[config.mk]
export PLATFORM = sky130hd
export DESIGN_NAME = msk_hpc2_rnd_source
export DESIGN_NICKNAME = d
export VERILOG_FILES = /design/src/rtl/msk_rnd_pkg.sv /design/src/rtl/msk_lfsr_lane.sv /design/src/rtl/msk_hpc2_rnd_source.sv
export SDC_FILE = /design/constraint.sdc
export NUM_CORES = 1
export LEC_CHECK = 0
export ABC_CLOCK_PERIOD_IN_PS = 3100
export CAP_MARGIN = 20
export CELL_PAD_IN_SITES_DETAIL_PLACEMENT = 2
export CELL_PAD_IN_SITES_GLOBAL_PLACEMENT = 2
export CORE_ASPECT_RATIO = 0.5
export CORE_MARGIN = 1.5
export CORE_UTILIZATION = 34
export DETAILED_ROUTE_END_ITERATION = 7
export PLACE_DENSITY_LB_ADDON = 0.3
export SKIP_LAST_GASP = 1
export SYNTH_ARGS = -nofsm -noshare
export SYNTH_HDL_FRONTEND = slang
export SYNTH_SLANG_ARGS = --single-unit
[constraint.sdc]
create_clock -name clk -period 3.1 [get_ports clk]
set_clock_uncertainty 0.05 [all_clocks]
set_input_delay 0.93 -clock clk [delete_from_list [all_inputs] [get_ports clk]]
set_output_delay 0.93 -clock clk [all_outputs]
set_load 0.01 [all_outputs]
[src/rtl/msk_rnd_pkg.sv]
// Shared definitions for the HPC2 fresh-randomness source: LFSR geometry, seed substitute,
// FSM states and the per-gadget randomness count.
package msk_rnd_pkg;

  localparam int unsigned LFSR_W = 32;
  // Feedback taps for x^32 + x^22 + x^2 + x + 1 (state bits 31, 21, 1, 0)
  localparam logic [LFSR_W-1:0] LFSR_TAPS  = 32'h8020_0003;
  localparam logic [LFSR_W-1:0] SEED_SUBST = 32'hACE1_ACE1;

  typedef enum logic [1:0] {
    SEED = 2'd0,
    WARM = 2'd1,
    RUN  = 2'd2
  } rnd_state_e;

  // Fresh bits an HPC2 gadget consumes per cycle for a given share count
  function automatic int unsigned hpc2rnd(input int unsigned shares);
    return (shares * (shares - 1)) / 2;
  endfunction

endpackage

[src/rtl/msk_lfsr_lane.sv]
// One 32-bit Fibonacci LFSR lane; a zero seed is replaced so the lane never locks up.
// Exposes the MSB of the next state so the parent can register it alongside the lane.
module msk_lfsr_lane
  import msk_rnd_pkg::*;
(
  input  logic              clk,
  input  logic              rst,
  input  logic              load_i,
  input  logic [LFSR_W-1:0] load_val_i,
  input  logic              step_i,
  output logic              msb_nxt_c
);

  logic [LFSR_W-1:0] s_q;
  logic [LFSR_W-1:0] s_d;

  always_comb begin
    s_d = s_q;
    if (load_i) begin
      s_d = (load_val_i == '0) ? SEED_SUBST : load_val_i;
    end else if (step_i) begin
      s_d = {s_q[LFSR_W-2:0], ^(s_q & LFSR_TAPS)};
    end
  end

  always_ff @(posedge clk) begin
    if (rst) begin
      s_q <= '0;
    end else begin
      s_q <= s_d;
    end
  end

  assign msb_nxt_c = s_d[LFSR_W-1];

endmodule

[src/rtl/msk_hpc2_rnd_source.sv]
// Fresh-randomness source for HPC2 gadgets: NRND seeded LFSR lanes, warm-up, then valid/ready streaming.
// Optional per-seed output limit is enabled by defining MSK_RND_RESEED_LIMIT_EN.
module msk_hpc2_rnd_source
  import msk_rnd_pkg::*;
#(
  parameter int unsigned d       = 2,
  parameter int unsigned WARMUP  = 64,
  parameter int unsigned MAX_OUT = 1048576
) (
  input  logic                    clk,
  input  logic                    rst,
  input  logic [LFSR_W-1:0]       seed_in,
  input  logic                    seed_valid,
  output logic                    seed_ready,
  input  logic                    reseed,
  output logic [hpc2rnd(d)-1:0]   rnd,
  output logic                    rnd_valid,
  input  logic                    rnd_ready,
  output logic                    exhausted
);

  localparam int unsigned NRND   = hpc2rnd(d);
  localparam int unsigned IDX_W  = $clog2(NRND) + 1;
  localparam int unsigned WCNT_W = (WARMUP > 1) ? $clog2(WARMUP) : 1;
  localparam logic [IDX_W-1:0]  LAST_IDX  = IDX_W'(NRND - 1);
  localparam logic [WCNT_W-1:0] WARM_LAST = WCNT_W'((WARMUP == 0) ? 0 : WARMUP - 1);

  rnd_state_e        state_q, state_d;
  logic [IDX_W-1:0]  seed_idx_q, seed_idx_d;
  logic [WCNT_W-1:0] warm_cnt_q, warm_cnt_d;
  logic              seed_ready_q, seed_ready_d;
  logic              rnd_valid_q, rnd_valid_d;
  logic [NRND-1:0]   rnd_q, rnd_d;
  logic [NRND-1:0]   msb_nxt;
  logic              exhausted_d;
  logic              seed_accept;
  logic              handshake;
  logic              warm_step;
  logic              lane_step;

  assign seed_accept = (state_q == SEED) && seed_valid && seed_ready_q;
  assign handshake   = rnd_valid_q && rnd_ready;
  assign lane_step   = warm_step || handshake;

  always_comb begin
    state_d    = state_q;
    seed_idx_d = seed_idx_q;
    warm_cnt_d = warm_cnt_q;
    warm_step  = 1'b0;
    case (state_q)
      SEED: begin
        if (seed_accept) begin
          seed_idx_d = seed_idx_q + IDX_W'(1);
          if (seed_idx_q == LAST_IDX) begin
            seed_idx_d = '0;
            warm_cnt_d = '0;
            state_d    = (WARMUP == 0) ? RUN : WARM;
          end
        end
      end
      WARM: begin
        if (reseed) begin
          state_d    = SEED;
          seed_idx_d = '0;
        end else begin
          warm_step = 1'b1;
          if (warm_cnt_q == WARM_LAST) begin
            warm_cnt_d = '0;
            state_d    = RUN;
          end else begin
            warm_cnt_d = warm_cnt_q + WCNT_W'(1);
          end
        end
      end
      RUN: begin
        // A handshake in the same cycle still steps the lanes via lane_step
        if (reseed) begin
          state_d    = SEED;
          seed_idx_d = '0;
        end
      end
      default: begin
        state_d    = SEED;
        seed_idx_d = '0;
      end
    endcase
  end

`ifdef MSK_RND_RESEED_LIMIT_EN
  localparam int unsigned        OUT_W     = 21;
  localparam logic [OUT_W-1:0]   OUT_LIMIT = OUT_W'(MAX_OUT);

  logic [OUT_W-1:0] out_cnt_q, out_cnt_d;
  logic             exhausted_q;

  always_comb begin
    out_cnt_d = out_cnt_q;
    if (state_d != RUN) begin
      out_cnt_d = '0;
    end else if (handshake) begin
      out_cnt_d = out_cnt_q + OUT_W'(1);
    end
  end

  assign exhausted_d = (state_d == RUN) && (out_cnt_d == OUT_LIMIT);

  always_ff @(posedge clk) begin
    if (rst) begin
      out_cnt_q   <= '0;
      exhausted_q <= 1'b0;
    end else begin
      out_cnt_q   <= out_cnt_d;
      exhausted_q <= exhausted_d;
    end
  end

  assign exhausted = exhausted_q;
`else
  localparam int unsigned unused_max_out = MAX_OUT;

  assign exhausted_d = 1'b0;
  assign exhausted   = 1'b0;
`endif

  assign seed_ready_d = (state_d == SEED);
  assign rnd_valid_d  = (state_d == RUN) && !exhausted_d;
  // Lane state is never exposed unless the output is valid
  assign rnd_d        = rnd_valid_d ? msb_nxt : '0;

  always_ff @(posedge clk) begin
    if (rst) begin
      state_q      <= SEED;
      seed_idx_q   <= '0;
      warm_cnt_q   <= '0;
      seed_ready_q <= 1'b0;
      rnd_valid_q  <= 1'b0;
      rnd_q        <= '0;
    end else begin
      state_q      <= state_d;
      seed_idx_q   <= seed_idx_d;
      warm_cnt_q   <= warm_cnt_d;
      seed_ready_q <= seed_ready_d;
      rnd_valid_q  <= rnd_valid_d;
      rnd_q        <= rnd_d;
    end
  end

  for (genvar i = 0; i < NRND; i++) begin : g_lane
    msk_lfsr_lane u_lane (
      .clk        (clk),
      .rst        (rst),
      .load_i     (seed_accept && (seed_idx_q == IDX_W'(i))),
      .load_val_i (seed_in),
      .step_i     (lane_step),
      .msb_nxt_c  (msb_nxt[i])
    );
  end

  assign seed_ready = seed_ready_q;
  assign rnd_valid  = rnd_valid_q;
  assign rnd        = rnd_q;

endmodule

==> results.md <==
* Worst Path Max Fanout at 16
* Met1 usage at 0.239
* Final Cycle Share at 0.900
* Setup crit start kind: input port
* Worst R2R Setup Slack at 1.17 ns
* Core area at 5680 µm²
* Worst Path Required at 3.22 ns
* Power after layout at 0.00132 W
* Gr busiest metal: met2
* Synth Register Bits at 43
* Synth top area share at 0.414
* CTS Hold Bufs at 0
* Critical R2R Launch: state_q[1]
* Initial drt markers at 69
* Port bufs at 39
* GRT overflow at 0
* Mapped Area at 2080 µm²
* Max Slew Vio Count at 0
* Syn. warnings at 0
* Max Buffers Root-to-Sink at 2
* # DRC at 0
* DR vias/cell at 5.53
* Routability cong. at 0.809
* Clock-pin transition on the worst setup and hold timing paths at 0.06 ns
* RSZ-0062 raised after global routing: false
* # IOs at 41
* Slowest stage delay, CP at 0.48 ns
* Die Wd at 114 µm
* Final #Nets at 284
* Global-route wire length before repair at 9.68 mm
* Die footprint at 6620 µm²
* H-tree depth at 2
* Setup ws final at 0.311 ns
* Post-route insts no fill at 320
* Worst hold-check path type: register to register
* Num CTS Buffers at 5
* M2 GR Usage at 0.338
* Leakage power at 0.854 nW
* Top area cells in the synthesized netlist: dfxtp_1 (41%), mux2i_1 (15%), a211oi_1 (7.2%), nor2_1 (6.9%), a221oi_1 (6.3%)
* Hold depth at 2
* Routed wire length at 5.97 mm
* Final setup vio count at 0
* VDD IR max at 0.000208 V
* Largest net degree at the start of global routing at 66
* Worst-Skew Late Latency at 0.28 ns
* Worst slew pin tran at 0.656 ns
* FF-to-FF End: g_lane[0].u_lane.s_q[10]
* Antenna diode count at 0
* Setup TNS at 0 ns
* Worst setup path class: input port to register
* TritonCTS clock tree: yes
* Relative slew slack at 0.563
* Distinct cells, synth at 37
* Cells after DPL at 312
* Via count of the first global-routing pass at 1,913
* Layout cells sized above 1 at 0.0607
* Synth area leader: dfxtp_1
* Met3 global-route usage at 0.0350
* Site Rows at 19
* DR WL/cell at 18.7 µm
* Sequential-to-total area share from yosys stat at 0.414
* Starting density of the core at 0.366
* Reg2reg path depth at 5
* Root Buffer: clkbuf_16
* Synth Instances at 215
* Pwr Density at 497 nW/µm²
* Critical path cell sequence: clkdlybuf4s50_1 -> nor4_1 -> nand4_1 -> or2_1 -> a221oi_1
* Status: finished, final reports clean
* Fmax at 358 MHz
* WHS Endpoint: warm_cnt_q[5]
* Hpwl dp at 4.18 mm
* Gr usage total at 0.190
* CP max stage cell: or2_1
* Via count at 1,771
* Antenna violations before repair at 0
* Final hold vios at 0
* HP Start: warm_cnt_q[5]
* Die height at 58.3 µm
* Setup WS pre-CTS at 0.0693 ns
* Final min period at 2.79 ns
* Post-CTS setup buffer count at 0
* Post-CTS Resized at 0
* CP Capture Type: register
* Antenna-violating nets left at 0
* Clock Sinks at 43
* WP data arrival at 2.91 ns
* Mean Syn Cell Area at 9.67 µm²
* Syn_nets at 253
* Detailed Routing Iterations Pass 1 at 4
* Max-cap violations at 0
* Area grow syn2layout at 27.3%
-- cells in the final DEF, fill, tap and decap left out, types with 2 or more instances in the layout --
master	instances
clkbuf_16	5
nor4_1	8
xnor2_1	6
nor3_1	3
nand2_1	3
nand3_1	3
nand4_1	2
a221oi_1	15
buf_12	3
nor2_1	38
a211oi_1	20
a21oi_1	3
clkdlybuf4s50_1	39
dfxtp_1	43
nand2b_1	3
mux2i_1	32
-- flip-flops by register name, indices dropped and copies added (netlist names) --
name,flops
g_lane.u_lane.s_q,32
rnd,1
rnd_valid,1
seed_ready,1
state_q,2
warm_cnt_q,6
-- how the worst max path moves through the flow --
stage	startpoint	endpoint	slack, ns	cells after the start
after detailed placement	seed_in[17]	g_lane[0].u_lane.s_q[5]	0.07	5
after floorplan	seed_in[25]	g_lane[0].u_lane.s_q[11]	0.91	6
final	seed_in[7]	g_lane[0].u_lane.s_q[10]	0.31	5
after global placement	seed_in[17]	g_lane[0].u_lane.s_q[15]	0.18	5
after CTS	seed_in[7]	g_lane[0].u_lane.s_q[5]	0.32	5
after global routing	seed_in[7]	g_lane[0].u_lane.s_q[5]	0.24	5
-- worst max-delay path: cells and delay by family --
family	cells	cell delay, ns
AND/OR/NAND/NOR	3	1.12
buffers and inverters	1	0.45
AO/OA/AOI/OAI	1	0.41
-- cell usage after synthesis (all sizes together) --
cell,n
a2111oi,1
a211oi,21
a21boi,1
a21o,1
a21oi,3
a221oi,16
and3,1
buf,7
clkbuf,11
conb,1
dfxtp,43
ha,1
inv,1
mux2i,32
nand2,4
nand2b,3
nand3,4
nand3b,1
nand4,2
nor2,38
nor3,3
nor4,8
o21bai,1
o31ai,1
or2,1
or3,1
or3b,1
xnor2,6
xnor3,1
-- area by class of cell --
cell class	count	area [µm²]
flip-flops and latches	43	861
fillers	621	3040
clock buffers	6	129
inverters	1	3.75
well taps	73	91.3
multi-input cells	153	1100
repair buffers	42	450
clock inverters	2	12.5
-- power by group --
| part | switching, W | total [W] | internal [W] | leakage (nW) |
|---|---|---|---|---|
| combinational | 0.0000899 | 0.000193 | 0.000103 | 0.435 |
| clock | 0.000211 | 0.000508 | 0.000297 | 0.0669 |
| sequential | 0.0000245 | 0.000615 | 0.000590 | 0.352 |
-- per-stage QoR --
step	hold slack (ns)	cell area, µm²	util
floorplan	0.435	2080	-
global placement	0.456	2500	0.441
detailed placement	0.485	2500	0.441
CTS	0.499	2650	0.466
global route	0.530	2650	0.466
finish	0.485	2650	0.466
-- cell families after synthesis --
family	synth area share
muxes	0.154
DFF	0.414
buffers and inverters	0.0602
adders and majority gates	0.00602
and+or+nand+nor	0.153
other	0.00180
AOI/OAI and AO/OA	0.174
xor gates and xnor gates	0.0361
-- routing by layer --
metal / wire length, µm / vias to the layer above
met2: 2860 / 38
met1: 2860 / 861
met4: 67 / 0
met3: 182 / 7
li1: - / 865
met5: 0 / -
(Power assumes the default switching activity.)
